## src/rtl/pipeline_ctrl_pkg.sv

```systemverilog
// Shared types and constants for the pipeline hazard/stall controller.
// Pure declarations: no logic, no timing.
package pipeline_ctrl_pkg;

    localparam int REG_IDX_W = 5;

    typedef enum logic [1:0] {
        RUN      = 2'd0,
        MEM_WAIT = 2'd1,
        REDIRECT = 2'd2
    } ctrl_state_t;

endpackage

```

## src/rtl/pipeline_ctrl_hazard_detect.sv

```systemverilog
// Load-use comparator: flags an ID source that matches a load's destination in EX.
// Purely combinational, zero latency; no flow control.
module hazard_detect
    import pipeline_ctrl_pkg::*;
(
    input  logic [REG_IDX_W-1:0] id_rs1_i,
    input  logic [REG_IDX_W-1:0] id_rs2_i,
    input  logic                 id_rs1_used_i,
    input  logic                 id_rs2_used_i,
    input  logic [REG_IDX_W-1:0] ex_rd_i,
    input  logic                 ex_is_load_i,
    output logic                 hazard_o
);

    logic rs1_match;
    logic rs2_match;

    always_comb begin
        rs1_match = id_rs1_used_i && (id_rs1_i == ex_rd_i);
        rs2_match = id_rs2_used_i && (id_rs2_i == ex_rd_i);
        // x0 is hardwired to zero, so a load targeting it never produces data to wait for
        hazard_o  = ex_is_load_i && (ex_rd_i != '0) && (rs1_match || rs2_match);
    end

endmodule

```

## src/rtl/pipeline_ctrl.sv

```systemverilog
// Five-stage pipeline stall/flush/redirect controller with stall and flush counters.
// Control outputs are combinational from state and inputs; counters update one cycle later.
module pipeline_ctrl
    import pipeline_ctrl_pkg::*;
#(
    parameter int CNT_W = 32
) (
    input  logic                 clk,
    input  logic                 rst,
    input  logic [REG_IDX_W-1:0] id_rs1_i,
    input  logic [REG_IDX_W-1:0] id_rs2_i,
    input  logic                 id_rs1_used_i,
    input  logic                 id_rs2_used_i,
    input  logic [REG_IDX_W-1:0] ex_rd_i,
    input  logic                 ex_is_load_i,
    input  logic                 ex_redirect_i,
    input  logic                 mem_busy_i,
    output logic                 if_stall_o,
    output logic                 id_stall_o,
    output logic                 id_flush_o,
    output logic                 ex_flush_o,
    output logic                 mem_stall_o,
    output logic                 pc_sel_o,
    output logic [CNT_W-1:0]     stall_cnt_o,
    output logic [CNT_W-1:0]     flush_cnt_o
);

    ctrl_state_t      state_q, state_d;
    logic             pend_q, pend_d;
    logic [CNT_W-1:0] stall_cnt_q, stall_cnt_d;
    logic [CNT_W-1:0] flush_cnt_q, flush_cnt_d;
    logic             load_use;

    hazard_detect u_hazard_detect (
        .id_rs1_i      (id_rs1_i),
        .id_rs2_i      (id_rs2_i),
        .id_rs1_used_i (id_rs1_used_i),
        .id_rs2_used_i (id_rs2_used_i),
        .ex_rd_i       (ex_rd_i),
        .ex_is_load_i  (ex_is_load_i),
        .hazard_o      (load_use)
    );

    always_ff @(posedge clk or posedge rst) begin
        if (rst) begin
            state_q     <= RUN;
            pend_q      <= 1'b0;
            stall_cnt_q <= '0;
            flush_cnt_q <= '0;
        end else begin
            state_q     <= state_d;
            pend_q      <= pend_d;
            stall_cnt_q <= stall_cnt_d;
            flush_cnt_q <= flush_cnt_d;
        end
    end

    always_comb begin
        state_d = state_q;
        pend_d  = pend_q;
        case (state_q)
            RUN: begin
                if (mem_busy_i) begin
                    state_d = MEM_WAIT;
                    pend_d  = ex_redirect_i;
                end
            end
            MEM_WAIT: begin
                if (mem_busy_i) begin
                    pend_d = pend_q | ex_redirect_i;
                end else if (pend_q) begin
                    state_d = REDIRECT;
                end else begin
                    state_d = RUN;
                end
            end
            REDIRECT: begin
                state_d = RUN;
                pend_d  = 1'b0;
            end
            default: begin
                state_d = RUN;
                pend_d  = 1'b0;
            end
        endcase
        stall_cnt_d = stall_cnt_q + {{(CNT_W-1){1'b0}}, if_stall_o};
        flush_cnt_d = flush_cnt_q + {{(CNT_W-1){1'b0}}, id_flush_o};
    end

    always_comb begin
        if_stall_o  = 1'b0;
        id_stall_o  = 1'b0;
        id_flush_o  = 1'b0;
        ex_flush_o  = 1'b0;
        mem_stall_o = 1'b0;
        pc_sel_o    = 1'b0;
        if (!rst) begin
            case (state_q)
                RUN: begin
                    if (mem_busy_i) begin
                        if_stall_o  = 1'b1;
                        id_stall_o  = 1'b1;
                        mem_stall_o = 1'b1;
                        ex_flush_o  = 1'b1;
                    end else if (ex_redirect_i) begin
                        pc_sel_o   = 1'b1;
                        id_flush_o = 1'b1;
                        ex_flush_o = 1'b1;
                    end else if (load_use) begin
                        if_stall_o = 1'b1;
                        id_stall_o = 1'b1;
                        ex_flush_o = 1'b1;
                    end
                end
                MEM_WAIT: begin
                    if (mem_busy_i) begin
                        if_stall_o  = 1'b1;
                        id_stall_o  = 1'b1;
                        mem_stall_o = 1'b1;
                        ex_flush_o  = 1'b1;
                    end else if (!pend_q && ex_redirect_i) begin
                        // a redirect first seen on the exit cycle is honoured without a stall
                        pc_sel_o   = 1'b1;
                        id_flush_o = 1'b1;
                        ex_flush_o = 1'b1;
                    end
                end
                REDIRECT: begin
                    pc_sel_o   = 1'b1;
                    id_flush_o = 1'b1;
                    ex_flush_o = 1'b1;
                end
                default: begin
                end
            endcase
        end
    end

    assign stall_cnt_o = stall_cnt_q;
    assign flush_cnt_o = flush_cnt_q;

endmodule

```

## config.mk

```make
export PLATFORM = sky130hd
export DESIGN_NAME = pipeline_ctrl
export DESIGN_NICKNAME = d
export VERILOG_FILES = /design/src/rtl/pipeline_ctrl_pkg.sv /design/src/rtl/pipeline_ctrl_hazard_detect.sv /design/src/rtl/pipeline_ctrl.sv
export SDC_FILE = /design/constraint.sdc
export NUM_CORES = 1
export LEC_CHECK = 0
export CAP_MARGIN = 25
export CORE_MARGIN = 8
export CORE_UTILIZATION = 49
export CTS_BUF_LIST = sky130_fd_sc_hd__clkbuf_16
export CTS_CLUSTER_DIAMETER = 200
export DETAILED_ROUTE_END_ITERATION = 10
export PLACE_DENSITY_LB_ADDON = 0.3
export SYNTH_ARGS = -nofsm -noshare
export SYNTH_HDL_FRONTEND = slang
export SYNTH_SLANG_ARGS = --single-unit
```

## constraint.sdc

```tcl
create_clock -name clk -period 3 [get_ports clk]
set_input_delay 0.9 -clock clk [delete_from_list [all_inputs] [get_ports clk]]
set_output_delay 0.9 -clock clk [all_outputs]
set_load 0.005 [all_outputs]
```

== Word level (Yosys, flattened, before mapping) ==
Cells that the tools add are included.

* Bits in registers: 67
* Bits in latches: 0
* Memory bits (writable): 0
* ROM bits: 0
* Input port bits: 22
* Output and inout port bits: 70
* Logic and storage cells: 52
* Memories kept: 0

* Add/sub/neg operators: 2
* Multipliers: 0
* Div/mod/pow operators: 0
* Magnitude comparators: 0
* Equal/unequal tests: 7
* Shift-type cells: 0
* Multiplexer cells: 26
* Bitwise gates (word level): 1
* Reduce and logical (&&, ||, !) cells: 12

{| class="wikitable"
|+ Operators by type and width
! kind !! number
|-
| adder 32 x 1 -> 32 bit || 2
|-
| 2-to-1 mux 1 bit || 18
|-
| == test 5 bit || 2
|-
| 2-to-1 mux 2 bit || 3
|-
| != test 2 bit, second input constant || 3
|-
| case mux 1 bit (3 select lines) || 2
|-
| logical AND 1 bit || 5
|-
| nonzero test 5 bit || 1
|-
| case mux 1 bit (2 select lines) || 2
|-
| case mux 2 bit (2 select lines) || 1
|-
| AND reduction 2 bit || 2
|-
| == test 2 x 1 -> 1 bit, second input constant || 1
|-
| == test 2 bit, second input constant || 1
|-
| logical NOT 2 bit || 1
|-
| OR reduction 2 bit || 1
|-
| logical NOT 1 bit || 1
|-
| logical OR 1 bit || 1
|-
| bitwise OR 1 bit || 1
|}

== Depth between registers and ports, before layout ==
Gate-level depths: netlist of the first run.

* Word-level depth: 10
* Mapped depth: 9
* Depth with buffers taken out: 9

== Cells and area by module ==
From an unflattened synthesis of the first run, not the netlist that was laid out.

* Cells, all modules: 301
* Area total of the unflattened synthesis: 3226.8 sq um

{| class="wikitable"
|+ Modules (own cells, without submodules)
! module !! instances !! cells an instance !! area an instance (sq um) !! sequential area each (sq um)
|-
| pipeline_ctrl || 1 || 284 || 3093.0 || 1676.6
|-
| hazard_detect || 1 || 17 || 133.9 || 0.0
|}

== Worst setup path before layout of the first run ==
Ideal clock, no wire load.

* Path type: input to register
* Start: in ex_rd_i[4]
* End: reg stall_cnt_q[28], in the netlist stall_cnt_o[28]
* Library setup time: 0.079 ns
* Arrival time: 2.760 ns
* Data required time: 2.921 ns
* Path slack: 0.161 ns
* Stages on the path: 9
* Path buffers: 0
* Cells stage by stage: xor2_1 -> nor4_1 -> a32oi_1 -> o21bai_1 -> ha_1 -> ha_1 -> nand4_2 -> nor4_2 -> xor2_1

* Cells in the longest elaborated chain, start to end: 10
* Elaborated cells on any way between the ends: 14
* Those cells by class: add/sub (1); eq/ne (2); mux (5); reduce/logical (6)

{| class="wikitable"
|+ Ends and longest elaborated chain
! what !! line !! RTL
|-
| from (decl) || pipeline_ctrl.sv:14 || <nowiki>input logic [REG_IDX_W-1:0] ex_rd_i,</nowiki>
|-
| == test 5 bit, on equally long branches || pipeline_ctrl_hazard_detect.sv:19, pipeline_ctrl_hazard_detect.sv:20 ||
|-
| logical AND 1 bit, on equally long branches || pipeline_ctrl_hazard_detect.sv:19, pipeline_ctrl_hazard_detect.sv:20 ||
|-
| logical OR 1 bit || pipeline_ctrl_hazard_detect.sv:22 || <nowiki>hazard_o = ex_is_load_i && (ex_rd_i != '0) && (rs1_match || rs2_match);</nowiki>
|-
| logical AND 1 bit * || pipeline_ctrl_hazard_detect.sv:22 ||
|-
| 2-to-1 mux 1 bit * (3 in a row) || n/a ||
|-
| case mux 1 bit (2 select lines) * || n/a ||
|-
| 2-to-1 mux 1 bit * || n/a ||
|-
| via id_stall_o || pipeline_ctrl.sv:19 || <nowiki>output logic id_stall_o,</nowiki>
|-
| adder 32 x 1 -> 32 bit * || pipeline_ctrl.sv:86 || <nowiki>stall_cnt_d = stall_cnt_q + {{(CNT_W-1){1'b0}}, if_stall_o};</nowiki>
|-
| via stall_cnt_d[28] || pipeline_ctrl.sv:30 || <nowiki>logic [CNT_W-1:0] stall_cnt_q, stall_cnt_d;</nowiki>
|-
| to (signal assigned) || pipeline_ctrl.sv:53 || <nowiki>stall_cnt_q <= stall_cnt_d;</nowiki>
|-
| to (decl) || pipeline_ctrl.sv:30 ||
|}

Mark *: on every way through the listed nets, which the timed path passes. The rest lies on a longest branch.
A chain may end at the register's enable or synchronous reset.

== Worst setup path after layout of the first run ==
* Start: in id_rs1_i[4]
* End: out if_stall_o

* Cells in the longest elaborated chain, start to end: 9

{| class="wikitable"
|+ Ends and longest elaborated chain
! what !! line !! RTL
|-
| from (decl) || pipeline_ctrl.sv:10 || <nowiki>input logic [REG_IDX_W-1:0] id_rs1_i,</nowiki>
|-
| == test 5 bit || pipeline_ctrl_hazard_detect.sv:19 || <nowiki>rs1_match = id_rs1_used_i && (id_rs1_i == ex_rd_i);</nowiki>
|-
| logical AND 1 bit || pipeline_ctrl_hazard_detect.sv:19 ||
|-
| logical OR 1 bit || pipeline_ctrl_hazard_detect.sv:22 ||
|-
| logical AND 1 bit || pipeline_ctrl_hazard_detect.sv:22 ||
|-
| 2-to-1 mux 1 bit || pipeline_ctrl.sv:109 || <nowiki>end else if (load_use) begin</nowiki>
|-
| 2-to-1 mux 1 bit || pipeline_ctrl.sv:105 || <nowiki>end else if (ex_redirect_i) begin</nowiki>
|-
| 2-to-1 mux 1 bit || pipeline_ctrl.sv:100 || <nowiki>if (mem_busy_i) begin</nowiki>
|-
| case mux 1 bit (2 select lines) || pipeline_ctrl.sv:98 || <nowiki>case (state_q)</nowiki>
|-
| 2-to-1 mux 1 bit || pipeline_ctrl.sv:97 || <nowiki>if (!rst) begin</nowiki>
|-
| to (decl) || pipeline_ctrl.sv:18 || <nowiki>output logic if_stall_o,</nowiki>
|}

No other way between the ends.

==> flow_summary_export.csv, run 1 <==
group,metric,value,unit
final_layout,final_util,0.772,
setup_path,cp_max_fo,2,
outcome,violations,"setup timing",
setup_path,worst-path-buf-inv,3,
pwr,seq_power_share,0.409,
detailed_routing,drt-wirelength-per-cell,17.1,um
die,die-height,99.9,um
pwr,power.density,511,nW/um^2
final_layout,fin_nets,452,
pwr,leakage,0.00244,uW
setup_path,crit_family,"buffers and inverters",
timing,fin_ws,-85.1,ps
yosys,synth_top_family_by_area,"simple AND/OR/NAND/NOR gates",
clock_network,clock_tree.buffer_depth,2,
yosys,ys_ff_latch,67,
timing,finalMaxSlewViolations,0,
setup_path,reg2reg_from,"state_q[1]$_DFFE_PP0P_",
yosys,netlist_area,3450,um^2
detailed_routing,drtPass1Iterations,4,
detailed_routing,drt_wl_total,9020,um
yosys,synth_adder_area_share,0.0145,
final_layout,fillerInstances,455,
die,die-area,9980,um^2
clock_network,htree_levels,3,
clock_network,cts_root_buffer,"clkbuf_16",
placement,numPortBuffers,91,
final_layout,diodes,0,
global_routing,grt_max_degree,38,
detailed_routing,vias,2781,
timing,layout_min_cycle_time,3090,ps
clock_network,clk_latency,330,ps
final_layout,drive_above_1_share,0.274,
setup_path,worst_path_largest_cell_delay,260,ps
yosys,syn_nets,322,
detailed_routing,drc,0,
detailed_routing,drtIter0Drc,71,
die,core,6790,um^2
timing,rsz0062_at_grt,"yes",
setup_path,crit_chain,"dlygate4sd2_1, xor2_1, nor4_2, a32oi_2, o21bai_1, buf_4, buf_6",
yosys,avgSynthCellArea,11.6,um^2
pwr,peakVddDrop,0.603,mV
placement,gp_congestion,0.774,
yosys,syn_inst,296,
yosys,synth_simple_gate_area_frac,0.278,
timing,min_period_over_period,1.03,
clock_network,cts_buffers,9,
setup_path,crit_type,"in2out",
outcome,status,"finished with violations",
pwr,p_sw_frac,0.248,
clock_network,ctsHoldBuffers,0,
yosys,synthXorXnorAreaFrac,0.178,
yosys,ys.flop_type,"dfrtp_1",
clock_network,cts_tree,"yes",
setup_path,required,2100,ps
yosys,synthMuxAreaShare,0,
clock_network,cts_sinks,67,
detailed_routing,vias_per_cell,5.28,
setup_path,cp-start-kind,"input pin",
pwr,internal_power,2010,uW
timing,setup_viol,4,
pwr,power_frac_clock,0.453,
worst_hold_path,worstHoldStart,"stall_cnt_o[31]$_DFF_PP0_",
global_routing,grt_overflow_total,0,
setup_path,endpoint_kind,"output pin",
timing,setup_tns,-212,ps
yosys,synth_edf_count,0,
setup_path,worst_ep_arrival_time,2190,ps
yosys,synth-async-reset-ratio,1.00,
yosys,yosysUniqueCellTypes,41,
timing,max_freq,324,MHz
yosys,synth-compound-area-share,0.0196,
yosys,ys_warn_count,0,
die,die_w,99.9,um
die,initial_core_util,0.507,
timing,slew-limit-headroom,0.685,
setup_path,crit_path_start,"id_rs1_i[4]",
final_layout,syn2layout_area_growth,52.2,%
clock_network,cts.clk_slew.worst_paths,60,ps
die,pin_count,92,
global_routing,grt_pass1_vias,2879,
global_routing,groute.usage.overall,0.182,
die,num_rows,30,
timing,skew,7.84,ps
pwr,power.net_switching,664,uW
job,drv_cap,0,
pwr,p_comb_frac,0.138,
setup_path,crit_slowest_cell,"nor4_2",
timing,report.final.hold_viol_count,0,
placement,hpwl,6270,um
detailed_routing,drtAntennaViolNets,0,
global_routing,grt_first_pass_wirelength,14400,um
global_routing,antenna_found_initial,0,
timing,tightest_slew,473,ps
worst_hold_path,hp-class,"reg2reg",
yosys,yosysSeqAreaShare,0.486,
==> metrics by stage <==
stage / instance area [um^2] / power (uW) / hold slack, ps / setup slack, ps / std cells
after floorplan: 3450 / 1180 / 465 / 161 / 296
after global placement: 4630 / 1410 / 457 / -790 / 501
after detailed placement: 4630 / 1420 / 458 / -870 / 501
after CTS: 5120 / 2670 / 468 / -17.5 / 525
after global routing: 5250 / 2780 / 484 / -141 / 527
final: 5250 / 2680 / 464 / -85.1 / 527
==> worst paths after layout <==
path                       slack (ps)                   endpoint  cells past startpoint
max                               -90                 if_stall_o                      7
min reg2reg                       460  stall_cnt_o[31]$_DFF_PP0_                      1
max in group asynchronous        1620  flush_cnt_o[29]$_DFF_PP0_                      4
min                               460  stall_cnt_o[31]$_DFF_PP0_                      1
min in group asynchronous         720         pend_q$_DFFE_PP0P_                      3
max reg2reg                       390  stall_cnt_o[30]$_DFF_PP0_                     11
==> repair_timing <==
| action | in CTS | in global routing |
|---|---|---|
| pin swaps | 16 | 17 |
| resized for setup | 79 | 31 |
| endpoints found under the setup margin | 34 | 31 |
| setup buffers | 9 | 4 |
==> power by group through the flow <==
stage          registers, uW  logic (uW)  clock network, uW
2_1_floorplan           1080        99.9                  0
3_3_place_gp            1090         320                  0
3_5_place_dp            1090         329                  0
4_1_cts                 1090         354               1220
5_1_grt                 1110         402               1270
6_report                1100         370               1210
==> per-layer routing <==
metal,global-route usage,share of wire,vias up
met5,0,0,-
met4,0.0827,0.019,0
met3,0.0422,0.043,13
met2,0.300,0.51,68
met1,0.221,0.43,1376
li1,-,-,1324
==> worst reg2reg max path, cell delays in order (launching register included) <==
cell	delay, ps
dfrtp_1	500
nor4_2	330
o21ai_1	110
o21bai_1	240
buf_4	170
buf_4	90
buf_4	110
ha_4	180
ha_4	180
nand4_4	150
nor4_4	310
xor2_1	160
==> cell type report <==
type,count,area (um^2),share of cell area
tap,96,120,0.0229
clock inverter,7,115,0.0219
sequential,67,1680,0.320
multi-input combinational,214,1910,0.364
clock buffer,9,225,0.0429
inverter,8,30.0,0.00572
timing repair buffer,126,1170,0.223
==> cell families after synthesis <==
group	count (synthesis)
and+or+nand+nor	130
xor gates and xnor gates	70
AOI/OAI and AO/OA	10
adders and majority gates	4
buffers and inverters	15
DFF	67
==> registers in the layout (all words and copies together) (netlist names) <==
name	count
pend_q	1
flush_cnt_o	32
state_q	2
stall_cnt_o	32
==> placed cells by master (no fill, tap or decap), types with 9 or more instances in the layout <==
cell	Yosys	final
xnor2_1	31	30
nand2_1	19	18
clkdlybuf4s50_1	0	66
nand3_1	21	19
nor3_2	7	9
clkbuf_16	0	9
dfrtp_1	67	67
nand4_1	14	14
nor4_4	2	9
xor2_1	39	36
buf_4	2	31
nor2_1	11	11
==> synth_stat cells (all sizes together), types with 2 or more instances <==
cell type,count,area [um^2]
nor4,16,186
xnor2,31,272
o21ai,3,15.0
ha,4,50.1
and2,5,31.3
nor2,11,41.3
and3,5,31.3
xor2,39,342
and4,9,86.3
inv,8,30.0
nand3,23,133
nor3,15,110
nand4,20,206
nand2,20,77.6
a21oi,2,10.0
buf,6,47.5
dfrtp,67,1680
(Power assumes the default switching activity.)
==> run 2, diff against run 1 <==
--- a/config.mk
+++ b/config.mk
@@ -12,6 +12,7 @@
 export CTS_CLUSTER_DIAMETER = 200
 export DETAILED_ROUTE_END_ITERATION = 10
 export PLACE_DENSITY_LB_ADDON = 0.3
+export RECOVER_POWER = 25
 export SYNTH_ARGS = -nofsm -noshare
 export SYNTH_HDL_FRONTEND = slang
 export SYNTH_SLANG_ARGS = --single-unit
==> run 2 against run 1 <==
  * The flow still finishes with violations (setup timing)
  * Combinational power hardly changed
  * Utilization decreased by 0.092 points
  * Cell count did not move
  * Global-route usage unchanged
  * Power about the same
  * Register-to-register slack hardly changed
  * Worst setup slack better by 6.2 ps
  * Die area stayed put
  * Clock skew shrank 0.56 ps
  * Critical path type unchanged
  * Critical endpoint unchanged
  * Highest routed layer unchanged
==> flow_summary_export.csv, run 2 (same netlist as run 1, synthesis figures left out) <==
group,metric,value,unit
final_layout,syn2layout_area_growth,52.0,%
clock_network,cts.clk_slew.worst_paths,60,ps
die,core,6790,um^2
global_routing,grt_max_degree,38,
clock_network,clock_tree.buffer_depth,2,
setup_path,cp_max_fo,2,
placement,pre_cts_ws,-870,ps
clock_network,clk_latency,330,ps
die,die-height,99.9,um
pwr,p_sw_frac,0.248,
clock_network,cts_tree,"yes",
final_layout,final_common_cell,"dfrtp_1",
timing,skew,7.28,ps
pwr,power.net_switching,663,uW
final_layout,diodes,0,
timing,rsz0062_at_grt,"yes",
final_layout,fillerInstances,456,
clock_network,cts_root_buffer,"clkbuf_16",
detailed_routing,drt_wl_total,9020,um
setup_path,r2r_cells,11,
clock_network,ctsHoldBuffers,0,
placement,numPortBuffers,91,
setup_path,crit_type,"in2out",
die,die-area,9980,um^2
final_layout,fin_nets,452,
setup_path,required,2100,ps
clock_network,cts_buffers,9,
global_routing,groute.usage.overall,0.182,
pwr,power.density,511,nW/um^2
global_routing,grt_first_pass_wirelength,14400,um
worst_hold_path,hp-class,"reg2reg",
final_layout,final_cell_mix,"67 x dfrtp_1, 66 x clkdlybuf4s50_1, 36 x xor2_1, 30 x xnor2_1, 28 x buf_4",
placement,hpwl,6270,um
timing,layout_min_cycle_time,3080,ps
die,pin_count,92,
timing,slew-limit-headroom,0.0282,
pwr,peakVddDrop,0.603,mV
detailed_routing,drt-wirelength-per-cell,17.1,um
placement,gp_congestion,0.774,
die,initial_core_util,0.507,
pwr,p_comb_frac,0.137,
pwr,power_frac_clock,0.453,
timing,min_period_over_period,1.03,
timing,report.final.hold_viol_count,0,
detailed_routing,drc,0,
final_layout,drive_above_1_share,0.267,
global_routing,antenna_found_initial,0,
timing,finalMaxSlewViolations,0,
job,drv_cap,0,
timing,tightest_slew,1460,ps
setup_path,worst_ep_arrival_time,2180,ps
detailed_routing,vias,2781,
die,die_w,99.9,um
timing,fin_ws,-78.9,ps
placement,placedCellCount,501,
detailed_routing,drtAntennaViolNets,0,
global_routing,grt_pass1_vias,2879,
pwr,leakage,0.00244,uW
outcome,violations,"setup timing",
detailed_routing,drtIter0Drc,72,
setup_path,cp-start-kind,"input pin",
timing,max_freq,325,MHz
pwr,internal_power,2010,uW
timing,setup_viol,4,
worst_hold_path,whs_path_depth,1,
detailed_routing,drtPass1Iterations,4,
clock_network,cts_sinks,67,
timing,whs,464,ps
setup_path,endpoint_kind,"output pin",
final_layout,stdcell_count,527,
pwr,seq_power_share,0.409,
clock_network,htree_levels,3,
die,num_rows,30,
outcome,status,"finished with violations",
detailed_routing,vias_per_cell,5.28,
global_routing,grt_overflow_total,0,
[run 2: cell count changes in the layout (fill, tap and decap cells not counted), sizes merged]
| cell | before | now |
|---|---|---|
| buf | 44 | 41 |
| clkbuf | 12 | 15 |
[run 2: per-stage QoR]
step	area (um^2)	utilization	TNS, ps	total power [uW]
after floorplan	3450	-	0	1180
after global placement	4630	0.681	-17440	1410
after detailed placement	4630	0.681	-20520	1420
after CTS	5120	0.754	-41.5	2670
after global routing	5240	0.771	-816	2780
final	5240	0.771	-187	2680
[run 2: power groups by stage]
| stage | combinational [uW] | sequential (uW) | clock (uW) |
|---|---|---|---|
| after global routing | 401 | 1110 | 1270 |
| after CTS | 354 | 1090 | 1220 |
| after detailed placement | 329 | 1090 | 0 |
| after global placement | 320 | 1090 | 0 |
| final | 368 | 1100 | 1210 |
| after floorplan | 99.9 | 1080 | 0 |
[run 2: cell type report]
cell class,instances,area (um^2),area share
sequential,67,1680,0.320
timing repair buffer,126,1160,0.222
inverter,8,30.0,0.00573
multi-input combinational,214,1910,0.365
tap,96,120,0.0229
clock buffer,9,225,0.0430
clock inverter,7,115,0.0220
[run 2: timing repair]
item | in CTS | in global routing
buffers inserted | 9 | 4
gates resized for setup | 79 | 31
endpoints found under the setup margin | 34 | 31
pin swaps | 16 | 17
[run 2: metal layers]
| metal | wire length [um] | GRT usage | vias up | share of wire |
|---|---|---|---|---|
| met1 | 3830 | 0.221 | 1371 | 0.42 |
| met4 | 170 | 0.0827 | 0 | 0.019 |
| met5 | 0 | 0 | - | 0 |
| met2 | 4630 | 0.300 | 70 | 0.51 |
| met3 | 401 | 0.0422 | 13 | 0.044 |
| li1 | - | - | 1327 | - |
[run 2: worst max-delay path: stages]
cell and delay (ps):
dlygate4sd2_1 250, xor2_1 150, nor4_2 260, a32oi_2 100
o21bai_1 260, buf_4 170, buf_6 80
[run 2: final timing paths]
| path | start | to | slack [ps] |
|---|---|---|---|
| max in group asynchronous | rst | flush_cnt_o[17]$_DFF_PP0_ | 650 |
| hold / removal | stall_cnt_o[31]$_DFF_PP0_ | stall_cnt_o[31]$_DFF_PP0_ | 460 |
| setup / recovery | id_rs1_i[4] | if_stall_o | -80 |
| setup reg to reg | state_q[1]$_DFFE_PP0P_ | stall_cnt_o[30]$_DFF_PP0_ | 400 |
| min in group asynchronous | rst | pend_q$_DFFE_PP0P_ | 750 |
| hold reg to reg | stall_cnt_o[31]$_DFF_PP0_ | stall_cnt_o[31]$_DFF_PP0_ | 460 |
==> run 3, diff against run 2 <==
--- a/config.mk
+++ b/config.mk
@@ -5,6 +5,7 @@
 export SDC_FILE = /design/constraint.sdc
 export NUM_CORES = 1
 export LEC_CHECK = 0
+export ABC_CLOCK_PERIOD_IN_PS = 3000
 export CAP_MARGIN = 25
 export CORE_MARGIN = 8
 export CORE_UTILIZATION = 49
==> results of run 3 <==
No change in the layout: final DEF, timing and power equal those of run 2.
